==> src/rtl/i2c_lut_sequencer.sv <==
// ---------------------------------------------------------------------------
// i2c_lut_sequencer
//
// Purpose:
//   Walks a combinational register-configuration LUT from index 0 to
//   i2c_config_size-1 and issues one 3-byte I2C write per entry
//   ({slave_addr, reg_addr, reg_data}). It drives open-drain SCL/SDA, checks
//   the ACK after every byte and raises a sticky done flag once the last
//   entry's STOP has gone out.
//
// Ports:
//   clk               system clock
//   rst_n             asynchronous active-low reset
//   i2c_config_size   number of LUT entries (static after reset)
//   i2c_config_index  LUT address driven to the config LUT
//   i2c_config_data   LUT output for the current index (combinational)
//   i2c_sclk          SCL, 1 = released
//   i2c_sdat_out      SDA drive value, constant 0
//   i2c_sdat_oe       1 = pull SDA low, 0 = release
//   i2c_sdat_in       SDA pin sample (already synchronised outside)
//   i2c_config_done   sticky, set after the last entry completes
//   i2c_ack_err       sticky, set on any unrecovered NACK
//   i2c_err_cnt       entries abandoned on NACK, saturating at 255
//
// Build option:
//   I2C_NACK_RETRY_EN  when defined, an entry that NACKs is re-sent up to
//                      MAX_RETRY more times before it is counted as failed.
// ---------------------------------------------------------------------------
module i2c_lut_sequencer #(
  parameter int unsigned CLK_FREQ   = 27_000_000,
  parameter int unsigned I2C_FREQ   = 100_000,
  parameter int unsigned INIT_DELAY = 270_000,
  parameter int unsigned GAP_CYCLES = 2_700,
  parameter int unsigned INDEX_W    = 9,
  parameter int unsigned MAX_RETRY  = 3
) (
  input  logic               clk,
  input  logic               rst_n,
  input  logic [INDEX_W-1:0] i2c_config_size,
  output logic [INDEX_W-1:0] i2c_config_index,
  input  logic [23:0]        i2c_config_data,
  output logic               i2c_sclk,
  output logic               i2c_sdat_out,
  output logic               i2c_sdat_oe,
  input  logic               i2c_sdat_in,
  output logic               i2c_config_done,
  output logic               i2c_ack_err,
  output logic [7:0]         i2c_err_cnt
);

  localparam int unsigned QDIV    = CLK_FREQ / (4 * I2C_FREQ);
  localparam int unsigned QCNT_W  = (QDIV > 1) ? $clog2(QDIV) : 1;
  localparam int unsigned DLY_MAX = (INIT_DELAY > GAP_CYCLES) ? INIT_DELAY : GAP_CYCLES;
  localparam int unsigned DLY_W   = $clog2(DLY_MAX + 2);
  localparam int unsigned RETRY_W = $clog2(MAX_RETRY + 2);
`ifdef I2C_NACK_RETRY_EN
  localparam int unsigned RETRY_LIMIT = MAX_RETRY;
`else
  // No re-sends: the first NACK on an entry is final.
  localparam int unsigned RETRY_LIMIT = 0;
`endif

  typedef enum logic [2:0] {
    ST_INIT  = 3'd0,
    ST_LOAD  = 3'd1,
    ST_START = 3'd2,
    ST_BYTE  = 3'd3,
    ST_ACK   = 3'd4,
    ST_STOP  = 3'd5,
    ST_GAP   = 3'd6,
    ST_DONE  = 3'd7
  } state_t;

  state_t             state_q, state_d;
  logic [QCNT_W-1:0]  qcnt_q, qcnt_d;
  logic [1:0]         qph_q, qph_d;       // quarter currently in progress
  logic [2:0]         bit_cnt_q, bit_cnt_d;
  logic [1:0]         byte_cnt_q, byte_cnt_d;
  logic [23:0]        sh_q, sh_d;
  logic [DLY_W-1:0]   dly_q, dly_d;
  logic [INDEX_W-1:0] index_q, index_d;
  logic [RETRY_W-1:0] retry_q, retry_d;
  logic               fail_q, fail_d;     // current attempt was NACKed
  logic               scl_q, scl_d;
  logic               oe_q, oe_d;
  logic               done_q, done_d;
  logic               ack_err_q, ack_err_d;
  logic [7:0]         err_cnt_q, err_cnt_d;

  logic               q_tick;
  logic [4:0]         nxt_bit_idx;
  logic [INDEX_W-1:0] last_idx;

  assign q_tick      = (qcnt_q == QCNT_W'(QDIV - 1));
  // The byte on the wire is always sh[23:16]; the next bit below the current one.
  assign nxt_bit_idx = 5'd15 + {2'b00, bit_cnt_q};
  assign last_idx    = i2c_config_size - INDEX_W'(1);

  // Quarter-bit timebase; restarted in LOAD so every frame begins on a full quarter.
  always_comb begin
    qcnt_d = qcnt_q;
    if (state_q == ST_LOAD) begin
      qcnt_d = {QCNT_W{1'b0}};
    end else if (q_tick) begin
      qcnt_d = {QCNT_W{1'b0}};
    end else begin
      qcnt_d = qcnt_q + QCNT_W'(1);
    end
  end

  // Sequencer next-state and bus-drive logic; bus changes happen only on q_tick.
  always_comb begin
    state_d    = state_q;
    qph_d      = qph_q;
    bit_cnt_d  = bit_cnt_q;
    byte_cnt_d = byte_cnt_q;
    sh_d       = sh_q;
    dly_d      = dly_q;
    index_d    = index_q;
    retry_d    = retry_q;
    fail_d     = fail_q;
    scl_d      = scl_q;
    oe_d       = oe_q;
    done_d     = done_q;
    ack_err_d  = ack_err_q;
    err_cnt_d  = err_cnt_q;

    case (state_q)
      ST_INIT: begin
        if (dly_q == DLY_W'(INIT_DELAY)) begin
          dly_d = {DLY_W{1'b0}};
          if (i2c_config_size == {INDEX_W{1'b0}}) begin
            state_d = ST_DONE;
            done_d  = 1'b1;
          end else begin
            state_d = ST_LOAD;
          end
        end else begin
          dly_d = dly_q + DLY_W'(1);
        end
      end

      ST_LOAD: begin
        sh_d       = i2c_config_data;
        byte_cnt_d = 2'd0;
        fail_d     = 1'b0;
        qph_d      = 2'd0;
        state_d    = ST_START;
      end

      // Quarter 0: bus idle; quarter 1: SDA low with SCL high.
      ST_START: begin
        if (q_tick) begin
          if (qph_q == 2'd0) begin
            qph_d = 2'd1;
            oe_d  = 1'b1;
          end else begin
            state_d   = ST_BYTE;
            qph_d     = 2'd0;
            bit_cnt_d = 3'd7;
            scl_d     = 1'b0;
            oe_d      = ~sh_q[23];
          end
        end else begin
          qph_d = qph_q;
        end
      end

      ST_BYTE: begin
        if (q_tick) begin
          case (qph_q)
            2'd0: begin
              scl_d = 1'b1;
              qph_d = 2'd1;
            end
            2'd1: begin
              qph_d = 2'd2;
            end
            2'd2: begin
              scl_d = 1'b0;
              qph_d = 2'd3;
            end
            2'd3: begin
              qph_d = 2'd0;
              if (bit_cnt_q == 3'd0) begin
                state_d = ST_ACK;
                oe_d    = 1'b0;
              end else begin
                bit_cnt_d = bit_cnt_q - 3'd1;
                oe_d      = ~sh_q[nxt_bit_idx];
              end
            end
            default: begin
              qph_d = 2'd0;
            end
          endcase
        end else begin
          qph_d = qph_q;
        end
      end

      // SDA released for the whole bit; the slave's answer is taken at the end of q2.
      ST_ACK: begin
        if (q_tick) begin
          case (qph_q)
            2'd0: begin
              scl_d = 1'b1;
              qph_d = 2'd1;
            end
            2'd1: begin
              qph_d = 2'd2;
            end
            2'd2: begin
              fail_d = i2c_sdat_in;
              scl_d  = 1'b0;
              qph_d  = 2'd3;
            end
            2'd3: begin
              qph_d = 2'd0;
              if (!fail_q && (byte_cnt_q < 2'd2)) begin
                sh_d       = {sh_q[15:0], 8'h00};
                byte_cnt_d = byte_cnt_q + 2'd1;
                bit_cnt_d  = 3'd7;
                oe_d       = ~sh_q[15];
                state_d    = ST_BYTE;
              end else begin
                // Last byte done, or NACK: the rest of the entry is dropped.
                oe_d    = 1'b1;
                state_d = ST_STOP;
              end
            end
            default: begin
              qph_d = 2'd0;
            end
          endcase
        end else begin
          qph_d = qph_q;
        end
      end

      // q0: SCL low / SDA low, q1: SCL high, q2: SDA released.
      ST_STOP: begin
        if (q_tick) begin
          case (qph_q)
            2'd0: begin
              scl_d = 1'b1;
              qph_d = 2'd1;
            end
            2'd1: begin
              oe_d  = 1'b0;
              qph_d = 2'd2;
            end
            default: begin
              qph_d   = 2'd0;
              dly_d   = {DLY_W{1'b0}};
              state_d = ST_GAP;
            end
          endcase
        end else begin
          qph_d = qph_q;
        end
      end

      ST_GAP: begin
        if (dly_q == DLY_W'(GAP_CYCLES)) begin
          dly_d = {DLY_W{1'b0}};
          if (fail_q && (retry_q < RETRY_W'(RETRY_LIMIT))) begin
            retry_d = retry_q + RETRY_W'(1);
            state_d = ST_LOAD;
          end else begin
            if (fail_q) begin
              ack_err_d = 1'b1;
              if (err_cnt_q != 8'hFF) begin
                err_cnt_d = err_cnt_q + 8'd1;
              end else begin
                err_cnt_d = err_cnt_q;
              end
            end else begin
              ack_err_d = ack_err_q;
            end
            retry_d = {RETRY_W{1'b0}};
            if (index_q == last_idx) begin
              state_d = ST_DONE;
              done_d  = 1'b1;
            end else begin
              index_d = index_q + INDEX_W'(1);
              state_d = ST_LOAD;
            end
          end
        end else begin
          dly_d = dly_q + DLY_W'(1);
        end
      end

      ST_DONE: begin
        scl_d  = 1'b1;
        oe_d   = 1'b0;
        done_d = 1'b1;
      end

      default: begin
        state_d = ST_INIT;
      end
    endcase
  end

  // State and output registers; reset releases the bus and restarts from INIT.
  always_ff @(posedge clk or negedge rst_n) begin
    if (!rst_n) begin
      state_q    <= ST_INIT;
      qcnt_q     <= {QCNT_W{1'b0}};
      qph_q      <= 2'd0;
      bit_cnt_q  <= 3'd0;
      byte_cnt_q <= 2'd0;
      sh_q       <= 24'h000000;
      dly_q      <= {DLY_W{1'b0}};
      index_q    <= {INDEX_W{1'b0}};
      retry_q    <= {RETRY_W{1'b0}};
      fail_q     <= 1'b0;
      scl_q      <= 1'b1;
      oe_q       <= 1'b0;
      done_q     <= 1'b0;
      ack_err_q  <= 1'b0;
      err_cnt_q  <= 8'd0;
    end else begin
      state_q    <= state_d;
      qcnt_q     <= qcnt_d;
      qph_q      <= qph_d;
      bit_cnt_q  <= bit_cnt_d;
      byte_cnt_q <= byte_cnt_d;
      sh_q       <= sh_d;
      dly_q      <= dly_d;
      index_q    <= index_d;
      retry_q    <= retry_d;
      fail_q     <= fail_d;
      scl_q      <= scl_d;
      oe_q       <= oe_d;
      done_q     <= done_d;
      ack_err_q  <= ack_err_d;
      err_cnt_q  <= err_cnt_d;
    end
  end

  assign i2c_config_index = index_q;
  assign i2c_sclk         = scl_q;
  assign i2c_sdat_out     = 1'b0;
  assign i2c_sdat_oe      = oe_q;
  assign i2c_config_done  = done_q;
  assign i2c_ack_err      = ack_err_q;
  assign i2c_err_cnt      = err_cnt_q;

endmodule

==> config.mk <==
export PLATFORM = sky130hd
export DESIGN_NAME = i2c_lut_sequencer
export DESIGN_NICKNAME = d
export VERILOG_FILES = /design/src/rtl/i2c_lut_sequencer.sv
export SDC_FILE = /design/constraint.sdc
export NUM_CORES = 1
export LEC_CHECK = 0
export ABC_AREA = 1
export CAP_MARGIN = 20
export CORE_MARGIN = 1
export CORE_UTILIZATION = 35
export DETAILED_ROUTE_END_ITERATION = 10
export PLACE_DENSITY = 0.54
export SETUP_SLACK_MARGIN = 0.2
export SYNTH_ARGS = -nofsm -noshare
export SYNTH_HDL_FRONTEND = slang
export SYNTH_SLANG_ARGS = --single-unit
==> constraint.sdc <==
create_clock -name clk -period 2.1 [get_ports clk]
set_input_delay 0.21 -clock clk [delete_from_list [all_inputs] [get_ports clk]]
set_output_delay 0.21 -clock clk [all_outputs]
set_load 0.01 [all_outputs]
After elaboration in Yosys (flattened, before gate mapping)
Index checks and enable logic that the tools add are counted.
Word-level totals
  memories kept: 0
  memory bits (read-only): 0
  bits in latches: 0
  memory bits (writable): 0
  bits in registers: 85
  output and inout port bits: 22
Operators by class
  order comparisons: 3
  bitwise gates (word level): 5
  equal/unequal tests: 36
  multiplexer cells: 77
  multipliers: 0
  add/subtract/negate cells: 9
  shift operators: 0
  divide/modulo/power cells: 0
  reductions and logical operators: 30
Operators by type and width (number)
  2-to-1 mux 19 bit: 4
  2-to-1 mux 24 bit: 3
  2-to-1 mux 3 bit: 24
  case mux 19 bit (3 select lines): 1
  case mux 24 bit (2 select lines): 1
  != test 2 bit (second input constant): 16
  2-to-1 mux 1 bit: 24
  case mux 3 bit (7 select lines): 1
  adder 19 x 1 -> 19 bit (second input constant): 1
  equality test 19 x 12 -> 1 bit (second input constant): 1
  equality test 19 bit (second input constant): 1
  case mux 2 bit (4 select lines): 2
  AND reduction 4 bit: 4
  2-to-1 mux 7 bit: 2
  equality test 3 bit (second input constant): 4
  2-to-1 mux 2 bit: 6
  AND reduction 12 bit: 1
  adder 9 x 1 -> 9 bit (second input constant): 1
  equality test 9 bit: 1
  zero test 9 bit: 1
  case mux 3 bit (3 select lines): 1
  AND reduction 9 bit: 1
  nonzero test 3 bit: 3
  subtractor 9 x 1 -> 9 bit (second input constant): 1
  other kinds (39): 55

Depth between registers and ports, before layout
  depth after elaboration: 8
  depth in mapped cells: 16
  depth with buffers taken out: 14

Worst setup path before layout
Ideal clock, no wire load.
  kind: register -> register
  from: register bit_cnt_q[0]
  to: register oe_q (netlist: i2c_sdat_oe)
  arrival: 1.877 ns
  path buffers: 2
  cell stages (with the launch flop): 16
  setup slack: 0.106 ns
  library setup time: 0.116 ns
  clock period less this slack: 1.994 ns
  cells stage by stage: dfrtp_1 clkbuf_1 inv_1 buf_2 ha_1 ha_1 inv_1 nand3_1 nand2_1 inv_1 o21ai_0 nand2_1 nand2_1 nand2_1 nand2_1 nand2_1
Between the ends
  cells in the longest elaborated chain, start to end: 8
RTL lines
  start, declared: RTL line 77  | logic [2:0] bit_cnt_q, bit_cnt_d;
  start signal, assigned: RTL line 329  | bit_cnt_q <= bit_cnt_d;
  adder 4 x 3 -> 5 bit: RTL line 96  | assign nxt_bit_idx = 5'd15 + {2'b00, bit_cnt_q};
  binary-select mux 1 bit (select 5 bit): RTL line 190  | oe_d = ~sh_q[nxt_bit_idx];
  2-to-1 mux 1 bit (not written as such): RTL line 190
  NOT 1 bit: RTL line 190
  2-to-1 mux 1 bit *: RTL line 185  | if (bit_cnt_q == 3'd0) begin
  2-to-1 mux 1 bit *: RTL line 171  | case (qph_q)
  2-to-1 mux 1 bit *: RTL line 170  | if (q_tick) begin
  case mux 1 bit (5 select lines) *: RTL line 128  | case (state_q)
  end signal, assigned: RTL line 321  | oe_q <= 1'b0;
  end signal, assigned: RTL line 337  | oe_q <= oe_d;
  end, declared: RTL line 85  | logic oe_q, oe_d;
Mark *: on every way between the ends. The rest lies on a longest branch, timed or not. The select of a mux whose other input is x is not followed.
A chain may end at the register's enable or synchronous reset.

Worst setup path after layout
  from: register dly_q[1]
  to: register err_cnt_q[5] (netlist: i2c_err_cnt[5])
Between the ends
  cells in the longest elaborated chain, start to end: 2
RTL lines
  start, declared: RTL line 80  | logic [DLY_W-1:0] dly_q, dly_d;
  start signal, assigned: RTL line 316  | dly_q <= {DLY_W{1'b0}};
  start signal, assigned: RTL line 332  | dly_q <= dly_d;
  equality test 19 x 12 -> 1 bit: RTL line 265  | if (dly_q == DLY_W'(GAP_CYCLES)) begin
  AND reduction 5 bit (no line)
  end signal, assigned: RTL line 340  | err_cnt_q <= err_cnt_d;
  end, declared: RTL line 88  | logic [7:0] err_cnt_q, err_cnt_d;
Every way passes these cells.

==> qor.yml <==
sta:
  fin_skew_ns: 0.00934
  setup_viol: 0
  final.min_clock_period_ns: 1.86
  relSlewSlack_pct: 66.4
  period_share_pct: 88.4
  holdWs_ns: 0.349
  slew_viol_final: 0
  rsz0062_at_grt: "yes"
  tns_ns: 0
  finalHoldViolCount: 0
  fmax_mhz: 539
  worst_pin_slew_ns: 0.498
layout:
  antennaDiodeCount: 0
  syn2layout_area_growth_pct: 26.9
  multi_input_area_um2: 3050
  fin_cells: 1074
  layout_commonest_cell: "nand2_1"
  fill_cells: 1583
  seqCellArea_um2: 2060
  final_cell_mix: "nand2_1, inv_1, dfrtp_1"
  finalNetCount: 910
  layout-drive-gt1-share_pct: 14.6
die:
  die-area_um2: 16300
  core_area_um2: 15300
  start_util_pct: 36.1
  std_cell_rows: 45
  ioPinCount: 58
  dieHeight_um: 128
  die_x_um: 128
run_status:
  outcome: "finished clean"
placement:
  hpwl_mm: 11.0
  portBuffers: 56
  gp_congestion: 0.870
  dp_cells: 1047
routing:
  dr.pass1.iters: 5
  num_vias: 5273
  drtIter0Drc: 262
  ant_nets: 0
  wl_per_cell_um: 13.6
  routed_wl_mm: 14.6
  drc: 0
  viasPerCell: 4.91
critical_path:
  ff2ff_path_depth: 12
  cp_data_required_time_ns: 2.33
  crit_top_cell: "nand2_1"
  worst_path_max_delay_cell: "dfrtp_1"
  r2r_start: "dly_q[1]"
  max_stage_delay_ns: 0.38
  path_max_fanout: 5
  rr_endpoint: "i2c_err_cnt[5]"
  end_kind: "flop"
  path_cells: "inv_2 > ha_4 > buf_6 > nand4_1 > nor2_1 > nand3_2 > nor3_4 > nand2_2 > nor2_4 > nand2_1 > nand2_1 > nand2_1"
  r2r_setup_slack_ns: 0.24
  cp-start-kind: "flop"
  crit_start: "dly_q[1]"
  crit_type: "flop to flop"
  arrival_ns: 2.09
flow_run:
  cap_viol_max_count: 0
clock_network:
  cts_tree: "yes"
  clockBufferDepth: 2
  cts_root_buf: "clkbuf_16"
  clkTransAtPathRegs_ns: 0.07
  clock_sinks: 82
  cts_buffers: 9
  htreeDepth: 3
  clk_latency_ns: 0.34
global_route:
  grt_pass1_wl_mm: 24.6
  grt_usage_pct: 19.0
  grt_max_degree: 36
  overflow: 0
  antenna_found_initial: 0
  first_global_vias: 5073
synth:
  ys_ff_latch: 82
  synthesis.area_um2: 5520
  yosys.area_share.simple_pct: 32.4
  synthCells: 774
  yosysSeqAreaShare_pct: 37.2
  synth_top_family_by_area: "simple AND/OR/NAND/NOR gates"
  synth-xor-area-share_pct: 4.12
  muxShareOfSynthArea_pct: 0
  synth_compound_area_share_pct: 12.1
  yosys_warnings: 0
  syn-num-nets: 826
  synthAdderAreaFrac_pct: 3.62
  ys_types: 44
  postSynthAreaPerCell_um2: 7.14
pwr:
  leakagePower_nw: 3.34
  ir_drop_uv: 422
  cellPowerDensity_nw_per_um2: 463
hold_path:
  hold_class: "input port to async pin"
==> how the worst max path moves through the flow <==
stage	to	slack (ns)	cells after the start
2_1_floorplan	i2c_sdat_oe	0.24	15
5_1_grt	state_q[0]	0.12	12
3_3_place_gp	i2c_config_index[0]	-0.07	14
4_1_cts	i2c_err_cnt[5]	0.21	12
3_5_place_dp	i2c_config_index[0]	-0.13	14
6_report	i2c_err_cnt[5]	0.24	12
==> synthesized netlist by cell type, drive strengths merged <==
master   instances  area, um2
nand2          208        808
inv            122        458
dfrtp           81       2030
nor2            68        302
o21ai           68        370
nand3           66        343
nor3            26        156
ha              16        200
nand4           16        100
o211ai          16        120
xor2            16        140
a21oi           15       75.1
buf             15        101
xnor2           10       87.6
clkbuf           5       18.8
nand3b           3       22.5
nor4             3       18.8
o2111ai          3       26.3
o31ai            3       36.3
and3             2       12.5
nor3b            2       15.0
or2              2       12.5
a21o             1       7.51
a221oi           1       8.76
a22oi            1       7.51
clkinv           1       3.75
conb             1       3.75
dfstp            1       26.3
o21a             1       7.51
o22ai            1       6.26
==> metrics by stage <==
step	power (mW)	setup WS (ns)	utilization (%)	cell area [um2]
floorplan	1.65	0.238	-	5540
detailed placement	1.77	-0.133	42.2	6460
global placement	1.77	-0.0734	42.2	6460
finish	3.24	0.243	45.8	7010
CTS	3.30	0.208	44.4	6800
global route	3.38	0.125	45.8	7010
==> power breakdown <==
group	switching [mW]	leakage (nW)	internal (mW)
Sequential	0	0.961	1.58
Combinational	0.0810	2.24	0.0833
Clock	0.663	0.132	0.838
==> layer usage <==
layer | part of all wire (%) | wire (um) | track usage, %
met2 | 45 | 6610 | 30.0
met5 | 0 | 0 | 0
met1 | 49 | 7120 | 26.5
met4 | 1.6 | 235 | 6.44
met3 | 4.5 | 662 | 2.85
==> sequential cells by signal (all words and copies together), names as in the netlist <==
name,count
bit_cnt_q,3
byte_cnt_q,2
dly_q,19
fail_q,1
i2c_ack_err,1
i2c_config_done,1
i2c_config_index,9
i2c_err_cnt,8
i2c_sclk,1
i2c_sdat_oe,1
qcnt_q,7
qph_q,2
sh_q,24
state_q,3
==> timing repair <==
action	4_1_cts	5_1_grt
endpoints found under the hold margin	28	0
gates resized for setup	9	44
setup endpoints to repair	33	54
pin swaps	4	17
gates cloned	1	0
buffers inserted	1	8
hold buffers	1	0
==> kinds of logic after synthesis <==
family                   count (synthesis)
other                                    1
buffers and inverters                  143
AND/OR/NAND/NOR                        396
flip-flops                              82
AO/OA/AOI/OAI                          110
adder cells (fa/ha/maj)                 16
XOR/XNOR                                26
==> critical path: cells and delay by family (launching register included) <==
kind / cells / cell delay [ns]
adders and majority gates: 1 / 0.15
buffers and inverters: 2 / 0.18
DFF: 1 / 0.38
and+or+nand+nor: 9 / 1.04
==> area by class of cell <==
cell class	count	area share, %
clock buffer	11	3.46
clock inverter	5	0.536
inverter	123	6.66
multi-input combinational	550	43.5
sequential	82	29.3
tap	211	3.77
timing repair buffer	92	12.7
No activity file was read; power rests on OpenSTA's default activity.
